[config.mk]
export PLATFORM = sky130hd
export DESIGN_NAME = cpu_controller
export DESIGN_NICKNAME = d
export VERILOG_FILES = /design/src/rtl/cpu_controller.sv
export SDC_FILE = /design/constraint.sdc
export NUM_CORES = 1
export LEC_CHECK = 0
export ABC_AREA = 0
export BUFFER_PORTS_ARGS = -buffer_cell sky130_fd_sc_hd__buf_2
export CAP_MARGIN = 20
export CORE_AREA = 4 4 41 43
export CTS_CLUSTER_SIZE = 28
export DETAILED_ROUTE_END_ITERATION = 10
export DIE_AREA = 0 0 45 47
export GPL_TIMING_DRIVEN = 0
export PLACE_DENSITY_LB_ADDON = 0.2
export SYNTH_ARGS = -nofsm -noshare
export SYNTH_HDL_FRONTEND = slang
export SYNTH_SLANG_ARGS = --single-unit
[constraint.sdc]
create_clock -name clk -period 1.1 [get_ports clk]
set_input_delay 0.055 -clock clk [delete_from_list [all_inputs] [get_ports clk]]
set_output_delay 0.055 -clock clk [all_outputs]
set_load 0.005 [all_outputs]
[src/rtl/cpu_controller.sv]
// cpu_controller: Moore sequencer for the single-ALU register-file datapath.
// Runs one instruction at a time. The opcode/op pair is latched on start,
// and every output is decoded from the current state.
module cpu_controller (
  input  logic       clk,
  input  logic       reset,
  input  logic       s,
  input  logic [2:0] opcode,
  input  logic [1:0] op,
  output logic       w,
  output logic [1:0] nsel,
  output logic       loada,
  output logic       loadb,
  output logic       loadc,
  output logic       loads,
  output logic       asel,
  output logic       bsel,
  output logic [1:0] vsel,
  output logic       write,
  output logic       err
);

  typedef enum logic [3:0] {
    S_WAIT      = 4'd0,
    S_DECODE    = 4'd1,
    S_WRITE_IMM = 4'd2,
    S_GET_A     = 4'd3,
    S_GET_B     = 4'd4,
    S_OPERATE   = 4'd5,
    S_WRITE_REG = 4'd6,
    S_ERR       = 4'd7
  } state_t;

  // Captured {opcode, op} encodings
  localparam logic [4:0] I_MOV_IMM = 5'b110_10;
  localparam logic [4:0] I_MOV_REG = 5'b110_00;
  localparam logic [4:0] I_CMP     = 5'b101_01;
  localparam logic [2:0] OPC_ALU   = 3'b101;

  // Register select and writeback source codes
  localparam logic [1:0] NSEL_RN   = 2'b10;
  localparam logic [1:0] NSEL_RD   = 2'b01;
  localparam logic [1:0] NSEL_RM   = 2'b00;
  localparam logic [1:0] VSEL_C    = 2'b00;
  localparam logic [1:0] VSEL_IMM8 = 2'b10;

  state_t     state_q, state_d;
  logic [4:0] instr_q;

  // State register. The instruction is latched only when leaving S_WAIT, so
  // decoder changes in the middle of an instruction are ignored.
  always_ff @(posedge clk) begin
    if (reset) begin
      state_q <= S_WAIT;
      instr_q <= '0;
    end else begin
      state_q <= state_d;
      if (state_q == S_WAIT && s) instr_q <= {opcode, op};
    end
  end

  // Next-state logic and Moore output decode
  always_comb begin
    state_d = S_WAIT;
    w       = 1'b0;
    nsel    = NSEL_RM;
    loada   = 1'b0;
    loadb   = 1'b0;
    loadc   = 1'b0;
    loads   = 1'b0;
    asel    = 1'b0;
    bsel    = 1'b0;
    vsel    = VSEL_C;
    write   = 1'b0;
    err     = 1'b0;
    case (state_q)
      S_WAIT: begin
        w       = 1'b1;
        state_d = s ? S_DECODE : S_WAIT;
      end
      S_DECODE: begin
        if (instr_q == I_MOV_IMM)          state_d = S_WRITE_IMM;
        else if (instr_q == I_MOV_REG)     state_d = S_GET_B;
        else if (instr_q[4:2] == OPC_ALU)  state_d = S_GET_A;
        else                               state_d = S_ERR;
      end
      S_WRITE_IMM: begin
        nsel    = NSEL_RN;
        vsel    = VSEL_IMM8;
        write   = 1'b1;
        state_d = S_WAIT;
      end
      S_GET_A: begin
        nsel    = NSEL_RN;
        loada   = 1'b1;
        state_d = S_GET_B;
      end
      S_GET_B: begin
        nsel    = NSEL_RM;
        loadb   = 1'b1;
        state_d = S_OPERATE;
      end
      S_OPERATE: begin
        // MOV reg passes B through the ALU with A forced to zero
        asel = (instr_q == I_MOV_REG);
        if (instr_q == I_CMP) begin
          loads   = 1'b1;
          state_d = S_WAIT;
        end else begin
          loadc   = 1'b1;
          state_d = S_WRITE_REG;
        end
      end
      S_WRITE_REG: begin
        nsel    = NSEL_RD;
        vsel    = VSEL_C;
        write   = 1'b1;
        state_d = S_WAIT;
      end
      S_ERR: begin
        err     = 1'b1;
        state_d = S_WAIT;
      end
      // Unused encodings fall back to idle on the next edge
      default: state_d = S_WAIT;
    endcase
  end

endmodule
==> out/results.tsv, run 1 <==
metric	value	unit
violations	setup timing	
setup_viol_count_final	15	
seq_area	174	µm²
ys_types	27	
postSynth.asyncResetShare	0	%
avgViaCountPerCell	4.82	
maxCapViolCount	0	
layout_worst_path_cycle_share	118	%
timing_hold_violations_final	0	
cts_sinks	8	
skew	0.00192	ns
fp.coreArea	0.00130	mm²
crit_slowest_cell	dfxtp_2	
drt_iter0_markers	0	
crit_fanout	4	
final.setup.worst_slack	-0.195	ns
hold_path.class	input port to register	
yosysSeqAreaShare	31.7	%
dr.pass1.iters	1	
ant_nets	0	
ys_ff_latch	8	
rsz0062_at_grt	true	
status	finished with violations	
dp_hpwl	772	µm
peakVddDrop	0.000806	V
htree_levels	1	
yosysMostFrequentCell	dfxtp_1	
synth_top_cell_by_area	dfxtp_1	
die_h	47	µm
nets	99	
io_buffers	17	
netlist_area	505	µm²
wire_per_inst	12.3	µm
remaining_drc_errors	0	
min_from	opcode[0]	
synth_ff_type	dfxtp_1	
place.gp.congestion	0.740	
cp-end-kind	output pin	
drt-total-wl	1.28	mm
required	1.04	ns
grt_max_degree	11	
start_kind	register	
whs	0.0396	ns
fmax	0.772	GHz
drv_slew	0	
initial_core_util	38.8	%
r2r_slack	-0.18	ns
track_usage	14.0	%
synth_edf_count	0	
leakage	0.381	nW
antenna_found_initial	0	
power	1.15	mW
grt_pass1_wl	2.05	mm
holdBufCountCts	0	
yosys.area.top_type_share	31.7	%
cpPeakStageDelay	0.34	ns
multi_input_area	342	µm²
reg2regPathDepth	6	
period_needed	1.30	ns
synthTopCellsByArea	dfxtp_1 (32%), mux2i_1 (9.9%), nor2b_1 (8.7%), nor4b_4 (4.7%), buf_4 (4.5%)	
avgSynthCellArea	8.87	µm²
grt_pass1_vias	457	
numCtsBuffers	3	
hold_depth	3	
clock_path_buffers	2	
timing.setup.tns	-1.94	ns
holdPathEnd	instr_q[2]	
fillCellCount	123	
io_pins	21	
drive_gt1_share	60.7	%
crit_chain	buf_6 -> nand3b_1 -> a41o_1 -> inv_1 -> buf_2	
arrival	1.24	ns
synth_commonest_cells	dfxtp_1 (8), nor2b_1 (7), nor2_1 (6), mux2i_1 (5), nor3_1 (4)	
dieWidth	45	µm
grt_overflow_total	0	
die-area	0.00212	mm²
timing.rr.end	state_q[2]	
crit_type	register to output pin	
cts.clk_slew.worst_paths	0.05	ns
cts_tree	done	
power_density	1410	mW/mm²
diodes	0	
route.vias.total	501	
clockRootBuffer	clkbuf_4	
yosysWarnings	0	
floorplan.rows	13	
reg2reg_from	state_q[0]	
area_growth	60.6	%
clk_latency	0.25	ns
syn_inst	57	
[logic make-up (layout without fill, tap and decap cells)]
family,count (synthesis),in the layout,share of synthesized area [%]
other,1,2,0.742
flip-flops,8,8,31.7
multiplexers,5,5,9.90
AND/OR/NAND/NOR,28,28,36.9
AO/OA/AOI/OAI,6,6,10.1
buffers and inverters,9,40,10.6
[stage by stage]
stage / cells / utilization, % / worst slack (ns) / area (µm²)
floorplan: 58 / - / -0.0449 / 510
global placement: 90 / 47.2 / -0.173 / 614
detailed placement: 90 / 47.2 / -0.196 / 614
CTS: 103 / 61.2 / -0.205 / 796
global route: 104 / 62.4 / -0.298 / 812
finish: 104 / 62.4 / -0.195 / 812
[cell type report]
| class | count | area share, % |
|---|---|---|
| sequential | 8 | 21.4 |
| tap | 15 | 2.31 |
| inverter | 3 | 1.39 |
| buffer | 6 | 6.47 |
| multi-input combinational | 41 | 42.1 |
| clock buffer | 3 | 2.77 |
| timing repair buffer | 28 | 23.6 |
[per-layer routing]
layer	up-vias	part of all wire, %	wire length (µm)	track usage [%]
met5	-	0	0	0
met4	0	1.5	19	10.5
met3	4	7.1	91	2.68
met2	20	48	620	22.3
met1	214	43	553	16.7
li1	263	-	-	-
[flip-flops by register name (all words and copies together), names as in the netlist]
name and count:
instr_q 5, state_q 3
[critical path: cells and delay by family (launching register included)]
kind | cells | cell delay [ns]
and+or+nand+nor | 1 | 0.13
AOI/OAI and AO/OA | 1 | 0.26
buffers and inverters | 3 | 0.26
DFF | 1 | 0.34
[what timing repair did]
action,4_1_cts,5_1_grt
pin swaps,6,4
setup buffers,11,5
gates resized for setup,24,7
setup endpoints to repair,18,18
[layout by cell type (no fill, tap or decap), drive strengths merged]
master	Yosys	routed
nor2	6	6
mux2i	5	5
a41o	1	1
dfxtp	8	8
and3	1	1
nand2	1	1
buf	6	34
nand2b	1	1
and2	2	2
o221ai	1	1
nor3	4	4
nand3b	1	1
clkbuf	0	3
nor4b	2	2
inv	3	3
a21oi	1	1
a2bb2oi	1	1
nand4bb	1	1
a311oi	1	1
nor3b	2	2
a2111oi	1	1
nor2b	7	7
conb	1	2
[where the power goes]
part           internal, mW  switching [mW]  total (mW)
sequential            0.345          0.0596       0.404
combinational         0.315           0.210       0.525
clock                 0.124          0.0945       0.219
total                 0.784           0.364        1.15
[worst max path at each step]
stage               startpoint  cells after the start          to  slack (ns)
floorplan           state_q[0]                      3  instr_q[0]       -0.04
global placement    state_q[1]                      3  instr_q[0]       -0.17
detailed placement  state_q[1]                      3  instr_q[1]       -0.20
CTS                 instr_q[4]                      4       loads       -0.21
global route        state_q[0]                      5       loadc       -0.30
finish              state_q[0]                      5       loadc       -0.20
Power figures use the tool's default switching activity.
==> inputs of run 2 (changes only) <==
==> constraint.sdc (replaced) <==
create_clock -name clk -period 1.1 [get_ports clk]
set_input_delay 0.165 -clock clk [delete_from_list [all_inputs] [get_ports clk]]
set_output_delay 0.165 -clock clk [all_outputs]
set_load 0.005 [all_outputs]
==> run 2 against run 1 <==
Effect of this change:
- the run still ends with setup timing left
- wire length increased by 1.2%
- clock skew increased by 0.00065 ns
- first-iteration DRC count increased by 5
- core utilization increased by 2.0 points
- non-clock buffer count increased by 1
- critical path depth unchanged
- flip-flop and latch count unchanged
- critical path type unchanged
- design area increased by 3.2%
- setup slack got worse by 0.10 ns
- combinational power decreased by 1%
- via count increased by 3.4%
==> out/results.tsv, run 2 (synthesis results as in run 1) <==
metric	value	unit
initial_core_util	38.8	%
numCtsBuffers	3	
leakage	0.405	nW
drive_gt1_share	61.1	%
arrival	1.23	ns
largest_reg_flops	5	
regMostFlops	instr_q	
fillCellCount	131	
dp_cells	90	
place.gp.congestion	0.706	
layout_commonest_cell	buf_2	
hold_path.class	input port to register	
ant_nets	0	
grt_pass1_vias	418	
die-area	0.00212	mm²
drt_iter0_markers	5	
seq_area	176	µm²
timing_hold_violations_final	0	
setup_viol_count_final	18	
whs	0.139	ns
crit_type	register to output pin	
floorplan.rows	13	
final_cells	105	
start_kind	register	
multi_input_area	370	µm²
track_usage	13.6	%
dieWidth	45	µm
remaining_drc_errors	0	
final_core_util	64.4	%
required	0.94	ns
clk_latency	0.26	ns
layout_worst_path_cycle_share	127	%
holdBufCountCts	0	
cts.clk_slew.worst_paths	0.05	ns
nets	100	
clock_path_buffers	2	
cts_tree	done	
maxCapViolCount	0	
timing.setup.tns	-3.36	ns
biggestRegsByFlops	instr_q (5), state_q (3)	
avgViaCountPerCell	4.93	
fmax	0.717	GHz
cts_sinks	8	
diodes	0	
dr.pass1.iters	4	
mostFrequentLayoutCells	buf_2 (17), buf_4 (11), buf_6 (6), nor2_1 (6)	
crit_fanout	4	
wire_per_inst	12.4	µm
fp.coreArea	0.00130	mm²
htree_levels	1	
area_growth	65.8	%
drt-total-wl	1.30	mm
drv_slew	0	
rsz0062_at_grt	true	
skew	0.00258	ns
io_buffers	17	
cp-end-kind	output pin	
clockRootBuffer	clkbuf_4	
period_needed	1.40	ns
antenna_found_initial	0	
peakVddDrop	0.00103	V
status	finished with violations	
route.vias.total	518	
die_h	47	µm
final.setup.worst_slack	-0.296	ns
violations	setup timing	
io_pins	21	
grt_overflow_total	0	
power_density	1380	mW/mm²
dpl_worst_slack	-0.156	ns
grt_max_degree	11	
grt_pass1_wl	1.97	mm
## run 2: critical path, cell delays in order (launching register included)
cell and delay (ns):
dfxtp_2 0.33, buf_6 0.10, nand3b_1 0.14, a41o_1 0.25, inv_1 0.05, buf_2 0.10
## run 2: final cells by class
type / instances / share of cell area, %
Clock buffer: 3 / 2.69
Multi-Input combinational cell: 41 / 44.2
Buffer: 6 / 5.82
Sequential cell: 8 / 21.0
Timing Repair Buffer: 29 / 22.7
Inverter: 3 / 1.34
Tap cell: 15 / 2.24
## run 2: layer usage
metal	GRT usage, %	up-vias	wire length (µm)
met5	0	-	0
met4	10.5	0	30
met3	3.83	3	110
met2	20.6	21	608
met1	16.2	230	550
li1	-	264	-
## run 2: worst paths after layout
kind / start / endpoint / slack (ns) / cells after the start
worst max-delay path: state_q[0] / loadc / -0.30 / 5
worst min-delay path: opcode[1] / instr_q[3] / 0.14 / 3
worst max register to register: state_q[0] / instr_q[0] / -0.20 / 6
worst min register to register: state_q[1] / state_q[1] / 0.53 / 2
## run 2: per-stage QoR
step | total power [mW] | area, µm²
global placement | 0.728 | 617
floorplan | 0.640 | 513
finish | 1.16 | 838
detailed placement | 0.730 | 617
global route | 1.25 | 838
CTS | 1.08 | 756
## run 2: repair_timing
item                       in CTS  in global routing
setup endpoints to repair      18                 19
buffers inserted                9                  3
gates resized for setup        15                 12
pin swaps                       6                  5
## run 2: where the power goes
part / internal [mW] / total, mW / switching [mW]
sequential: 0.344 / 0.412 / 0.0680
clock: 0.125 / 0.228 / 0.103
combinational: 0.313 / 0.520 / 0.207
